===== src/rtl/paddle_reader.sv =====
// Multi-channel RC paddle timer: measures each comparator rise against the frame's
// scanline count and publishes one position per channel at every frame start.
module paddle_reader #(
   parameter int               NUM_PADDLES = 2,
   parameter int               CNT_W       = 8,
   parameter int               SYNC_STAGES = 2,
   parameter int               DUMP_LINES  = 4,
   parameter logic [CNT_W-1:0] TIMEOUT_VAL = '1
) (
   input  logic                         clk,
   input  logic                         reset,
   input  logic                         line_strobe,
   input  logic                         frame_strobe,
   input  logic [NUM_PADDLES-1:0]       paddle_in,
   output logic                         paddle_dump,
   output logic [NUM_PADDLES*CNT_W-1:0] paddle_pos,
   output logic [NUM_PADDLES-1:0]       pos_valid,
   output logic                         frame_done
);

   localparam logic [CNT_W-1:0] CNT_MAX  = '1;
   localparam logic [CNT_W-1:0] DUMP_CNT = CNT_W'(DUMP_LINES);

   logic [CNT_W-1:0]     line_cnt_q, line_cnt_d;
   logic                 dump_q;
   logic                 frame_done_q;
   logic [SYNC_STAGES:0] settle_q;
   logic                 settled;

   always_comb begin
      line_cnt_d = line_cnt_q;
      if (frame_strobe)
         line_cnt_d = '0;
      else if (line_strobe && (line_cnt_q != CNT_MAX))
         line_cnt_d = line_cnt_q + CNT_W'(1);
   end

   // Edges stay masked until the synchroniser and edge flop hold real pin samples,
   // so a pin already high at reset release never looks like a rise.
   assign settled = settle_q[SYNC_STAGES];

   always_ff @(posedge clk) begin
      if (reset) begin
         line_cnt_q   <= '0;
         dump_q       <= 1'b1;
         frame_done_q <= 1'b0;
         settle_q     <= '0;
      end else begin
         line_cnt_q   <= line_cnt_d;
         dump_q       <= (line_cnt_q < DUMP_CNT);
         frame_done_q <= frame_strobe;
         settle_q     <= {settle_q[SYNC_STAGES-1:0], 1'b1};
      end
   end

   assign paddle_dump = dump_q;
   assign frame_done  = frame_done_q;

   for (genvar gi = 0; gi < NUM_PADDLES; gi++) begin : g_ch
      logic [SYNC_STAGES-1:0] sync_q;
      logic                   prev_q;
      logic                   rise;
      logic                   captured_q, captured_d;
      logic [CNT_W-1:0]       cap_val_q, cap_val_d;
      logic [CNT_W-1:0]       pos_q;
      logic                   valid_q;

      assign rise = sync_q[SYNC_STAGES-1] & ~prev_q & settled;

      // A rise coinciding with frame_strobe belongs to the new frame's dump window.
      always_comb begin
         captured_d = captured_q;
         cap_val_d  = cap_val_q;
         if (frame_strobe) begin
            captured_d = 1'b0;
            cap_val_d  = '0;
         end else if (rise && !dump_q && !captured_q) begin
            captured_d = 1'b1;
            cap_val_d  = line_cnt_q;
         end
      end

      always_ff @(posedge clk) begin
         if (reset) begin
            sync_q     <= '0;
            prev_q     <= 1'b0;
            captured_q <= 1'b0;
            cap_val_q  <= '0;
            pos_q      <= '0;
            valid_q    <= 1'b0;
         end else begin
            sync_q     <= {sync_q[SYNC_STAGES-2:0], paddle_in[gi]};
            prev_q     <= sync_q[SYNC_STAGES-1];
            captured_q <= captured_d;
            cap_val_q  <= cap_val_d;
            if (frame_strobe) begin
               pos_q   <= captured_q ? cap_val_q : TIMEOUT_VAL;
               valid_q <= captured_q;
            end
         end
      end

      assign paddle_pos[gi*CNT_W +: CNT_W] = pos_q;
      assign pos_valid[gi]                 = valid_q;
   end

endmodule

===== config.mk =====
export PLATFORM = sky130hd
export DESIGN_NAME = paddle_reader
export DESIGN_NICKNAME = d
export VERILOG_FILES = /design/src/rtl/paddle_reader.sv
export SDC_FILE = /design/constraint.sdc
export NUM_CORES = 1
export LEC_CHECK = 0
export BUFFER_PORTS_ARGS = -buffer_cell sky130_fd_sc_hd__clkbuf_2
export CORE_MARGIN = 2
export CORE_UTILIZATION = 40
export DETAILED_ROUTE_END_ITERATION = 16
export GPL_ROUTABILITY_DRIVEN = 0
export HOLD_SLACK_MARGIN = 0.15
export PLACE_DENSITY = 0.59
export SYNTH_ARGS = -nofsm -noshare
export SYNTH_HDL_FRONTEND = slang
export SYNTH_SLANG_ARGS = --single-unit

===== constraint.sdc =====
create_clock -name clk -period 2 [get_ports clk]
set_clock_uncertainty 0.05 [all_clocks]
set_input_delay 0.2 -clock clk [delete_from_list [all_inputs] [get_ports clk]]
set_output_delay 0.2 -clock clk [all_outputs]
set_load 0.02 [all_outputs]

==> flow_summary.html <==
<table>
<tr><th>Metric</th><th>Value</th></tr>
<tr><th colspan="2">Placed design</th></tr>
<tr><td>Number of placed instances with taps included</td><td>298</td></tr>
<tr><td>Number of port buffers</td><td>25</td></tr>
<tr><td>Detail Placement HPWL</td><td>2.794 mm</td></tr>
<tr><th colspan="2">Final layout</th></tr>
<tr><td>Flip-flop and latch area</td><td>1101 sq um</td></tr>
<tr><td>Final standard cell count with taps included and fillers excluded</td><td>308</td></tr>
<tr><td>Most frequent standard cell in the layout excluding fill and tap cells</td><td>sky130_fd_sc_hd__dfxtp_1</td></tr>
<tr><td>Footprint of the multi-input gates</td><td>824.5 sq um</td></tr>
<tr><td>Number of nets in the final layout</td><td>247</td></tr>
<tr><td>Fraction of final layout cells sized beyond drive strength 1</td><td>16.18%</td></tr>
<tr><td>Commonest cells after routing, fill and taps aside</td><td>55 x sky130_fd_sc_hd__dfxtp_1, 25 x sky130_fd_sc_hd__a21oi_1, 25 x sky130_fd_sc_hd__clkbuf_2</td></tr>
<tr><td>Final-layout fill cell count</td><td>514</td></tr>
<tr><td>Area growth, synth to finish</td><td>12.86%</td></tr>
<tr><td>Antenna cell count</td><td>0</td></tr>
<tr><th colspan="2">Logic synthesis</th></tr>
<tr><td>Post-synth EDFFs</td><td>0</td></tr>
<tr><td>Syn Area/Cell</td><td>9.244 sq um</td></tr>
<tr><td>Part of the Yosys area used for sequential elements</td><td>54.39%</td></tr>
<tr><td>Cell type with the largest total area after synthesis</td><td>sky130_fd_sc_hd__dfxtp_1</td></tr>
<tr><td>Net count after synthesis</td><td>226</td></tr>
<tr><td>Synthesized netlist cell count</td><td>219</td></tr>
<tr><td>FF+latch count, synth</td><td>55</td></tr>
<tr><td>Most area-consuming cells after synthesis</td><td>sky130_fd_sc_hd__dfxtp_1 54%, sky130_fd_sc_hd__a21oi_1 6.2%, sky130_fd_sc_hd__o22ai_1 4.9%, sky130_fd_sc_hd__nand3_1 4.4%, sky130_fd_sc_hd__o21ai_1 4.2%</td></tr>
<tr><td>Share of flip-flops with an asynchronous set or reset</td><td>0%</td></tr>
<tr><td>Summed instance area of the synthesized netlist</td><td>2024 sq um</td></tr>
<tr><td>Count of yosys warnings during synthesis</td><td>0</td></tr>
<tr><td>Count of different cell masters after synthesis</td><td>32</td></tr>
<tr><td>Commonest register cell after synthesis</td><td>sky130_fd_sc_hd__dfxtp_1</td></tr>
<tr><td>Portion of synthesized cell area occupied by the leading cell type</td><td>54.39%</td></tr>
<tr><th colspan="2">STA</th></tr>
<tr><td>Final worst path period share</td><td>83.40%</td></tr>
<tr><td>Setup repair after global routing missed its margin</td><td>no</td></tr>
<tr><td>Transition at the pin with the smallest max-transition slack</td><td>0.4773 ns</td></tr>
<tr><td>Number of failing hold endpoints at the final stage</td><td>0</td></tr>
<tr><td>Total negative setup slack</td><td>0 ns</td></tr>
<tr><td>Worst rel slew slack</td><td>68.05%</td></tr>
<tr><td>Max frequency</td><td>599.5 MHz</td></tr>
<tr><td>Number of max-slew violations in the final report</td><td>0</td></tr>
<tr><td>Fin crit period</td><td>1.668 ns</td></tr>
<tr><td>Setup-violating endpoint count in the final report</td><td>0</td></tr>
<tr><th colspan="2">Run</th></tr>
<tr><td>Max Cap Viol</td><td>0</td></tr>
<tr><th colspan="2">Hold path</th></tr>
<tr><td>Hold Startpoint</td><td>line_strobe</td></tr>
<tr><td>Hold path depth</td><td>3</td></tr>
<tr><td>Type of the worst min-delay path</td><td>input port to register</td></tr>
<tr><th colspan="2">Pwr</th></tr>
<tr><td>Power density over cell area</td><td>816.2 nW/um^2</td></tr>
<tr><td>Max VDD drop</td><td>252.3 uV</td></tr>
<tr><td>Standby leakage power</td><td>0.8310 nW</td></tr>
<tr><td>Total design power</td><td>1.865 mW</td></tr>
<tr><th colspan="2">Drt</th></tr>
<tr><td>DRC Markers</td><td>0</td></tr>
<tr><td>WL/cell</td><td>13.28 microns</td></tr>
<tr><td>First drt pass iteration count</td><td>4</td></tr>
<tr><td>Routed vias</td><td>1,597</td></tr>
<tr><td>Initial detailed-routing violation count</td><td>143</td></tr>
<tr><td>Number of vias per cell after detailed routing</td><td>5.185</td></tr>
<tr><td>Wire length after detailed routing</td><td>4.091 mm</td></tr>
<tr><td>Antenna-violating nets left</td><td>0</td></tr>
<tr><th colspan="2">Global routing</th></tr>
<tr><td>Antenna violations before repair</td><td>0</td></tr>
<tr><td>Maximum number of pins on one net before global-route repair</td><td>22</td></tr>
<tr><td>Number of global-route vias before repair</td><td>1,376</td></tr>
<tr><td>Total congestion overflow after global routing</td><td>0</td></tr>
<tr><td>GRT Resource Usage Total</td><td>15.80%</td></tr>
<tr><td>First-pass GRT wire length</td><td>6.720 mm</td></tr>
<tr><th colspan="2">Critical path</th></tr>
<tr><td>Number of cell instances on the worst register-to-register path</td><td>4</td></tr>
<tr><td>Classification of the worst setup path</td><td>register to register</td></tr>
<tr><td>Capturing element type of the critical path</td><td>register</td></tr>
<tr><td>Crit Path Max Fanout</td><td>7</td></tr>
<tr><td>Beginning of the worst register-to-register path</td><td>line_cnt_q[0]</td></tr>
<tr><td>Worst setup path startpoint</td><td>line_cnt_q[0]</td></tr>
<tr><td>CP startpoint kind</td><td>register</td></tr>
<tr><td>Required time at the endpoint of the critical path</td><td>2.15 ns</td></tr>
<tr><td>Arr. time, crit path</td><td>1.82 ns</td></tr>
<tr><th colspan="2">Floorplanning</th></tr>
<tr><td>Standard-cell rows</td><td>25</td></tr>
<tr><td>Floorplan Core Area</td><td>4817 sq um</td></tr>
<tr><td>Horiz. Die Dim</td><td>75.14 microns</td></tr>
<tr><td>Floorplan die height</td><td>75.14 microns</td></tr>
<tr><td>IO Pins</td><td>26</td></tr>
<tr><td>Die Area</td><td>5646 sq um</td></tr>
<tr><td>Initial Util</td><td>42.03%</td></tr>
<tr><th colspan="2">Outcome</th></tr>
<tr><td>Run status</td><td>finished clean</td></tr>
<tr><th colspan="2">Clock network</th></tr>
<tr><td>Number of CTS-inserted buffers</td><td>5</td></tr>
<tr><td>Clk sinks</td><td>55</td></tr>
<tr><td>Library cell used as clock root buffer</td><td>sky130_fd_sc_hd__clkbuf_8</td></tr>
<tr><td>Clock transition time at the flip-flop clock pins of the worst setup and hold paths</td><td>0.09 ns</td></tr>
<tr><td>H-Tree Depth</td><td>2</td></tr>
<tr><td>TritonCTS clock tree</td><td>yes</td></tr>
<tr><td>Clock latency reported for the late side of the worst-skew pair</td><td>0.30 ns</td></tr>
<tr><td>Count of instances resized after the clock tree is built</td><td>0</td></tr>
<tr><td>Bufs on Longest Clock Path</td><td>2</td></tr>
</table>
==> repair_timing <==
action	CTS	global route
buffers inserted	0	0
hold buffers	2	0
hold endpoints to repair	2	0
==> state kept, by name, indices dropped and copies added, names as in the netlist <==
signal	flops
g_ch.cap_val_q	16
g_ch.pos_q	16
line_cnt_q	8
g_ch.sync_q	4
settle_q	3
g_ch.captured_q	2
g_ch.prev_q	2
g_ch.valid_q	2
frame_done	1
paddle_dump	1
==> kinds of logic after synthesis <==
family                   Yosys count  synth area share, %
flip-flops                        55                54.39
adder cells (fa/ha/maj)            1               0.6179
buffers and inverters             21                4.882
AND/OR/NAND/NOR                   73                20.27
multiplexers                       3                1.483
AO/OA/AOI/OAI                     66                18.36
==> worst max-delay path, cell delays in order, from the launching register on <==
cell and delay, ns:
sky130_fd_sc_hd__dfxtp_1 0.45, sky130_fd_sc_hd__ha_1 0.28, sky130_fd_sc_hd__nand3_1 0.13, sky130_fd_sc_hd__or4_1 0.47
sky130_fd_sc_hd__and3_1 0.18
==> where the power goes <==
part           internal [mW]  switching, mW
Clock                  0.245          0.334
Sequential              1.13         0.0191
Combinational         0.0514         0.0866
==> Yosys cell counts, types with 2 or more instances <==
library cell	n
sky130_fd_sc_hd__o21ai_1	17
sky130_fd_sc_hd__and3_1	2
sky130_fd_sc_hd__nor2_1	21
sky130_fd_sc_hd__clkbuf_1	6
sky130_fd_sc_hd__nand2b_1	2
sky130_fd_sc_hd__or3_1	3
sky130_fd_sc_hd__nand2_1	8
sky130_fd_sc_hd__or4b_1	2
sky130_fd_sc_hd__nand4_1	2
sky130_fd_sc_hd__a21oi_1	25
sky130_fd_sc_hd__nand3_1	18
sky130_fd_sc_hd__o22ai_1	16
sky130_fd_sc_hd__inv_1	4
sky130_fd_sc_hd__dfxtp_1	55
sky130_fd_sc_hd__nor4b_4	2
sky130_fd_sc_hd__a211oi_1	2
sky130_fd_sc_hd__nor2b_1	7
sky130_fd_sc_hd__buf_4	3
sky130_fd_sc_hd__mux2i_1	3
sky130_fd_sc_hd__buf_2	7
sky130_fd_sc_hd__or4_1	2
sky130_fd_sc_hd__and4_1	2
==> stage by stage <==
stage / hold WS, ns / util (%) / cell area [sq um] / setup WS, ns
after floorplan: 0.2782 / - / 2024 / 0.5068
after global placement: 0.3631 / 45.25 / 2180 / 0.4384
after detailed placement: 0.3645 / 45.25 / 2180 / 0.3621
after CTS: 0.2210 / 47.43 / 2285 / 0.3333
after global routing: 0.2442 / 47.43 / 2285 / 0.2264
final: 0.2274 / 47.43 / 2285 / 0.3320
==> metal layers <==
layer	track usage [%]	up-vias	share of wire, %	wire length, microns
met5	0	-	0	0
met4	4.678	0	1.1	47
met2	24.17	29	45	1851
met1	21.85	733	49	2021
li1	-	831	-	-
met3	4.418	4	4.2	171
==> worst paths after layout <==
path	endpoint	slack, ns
max	line_cnt_q[6]	0.33
min	line_cnt_q[2]	0.23
max reg2reg	line_cnt_q[6]	0.33
min reg2reg	g_ch[1].sync_q[1]	0.40
==> layout make-up <==
type                    instances  share of cell area [%]
inverters                       4                  0.6572
flip-flops and latches         55                   48.19
repair buffers                 31                   7.667
multi-input cells             143                   36.09
well taps                      67                   3.669
clock buffers                   6                   3.176
clock inverters                 2                  0.5476
Note: power is estimated with default switching activity, not from simulation.
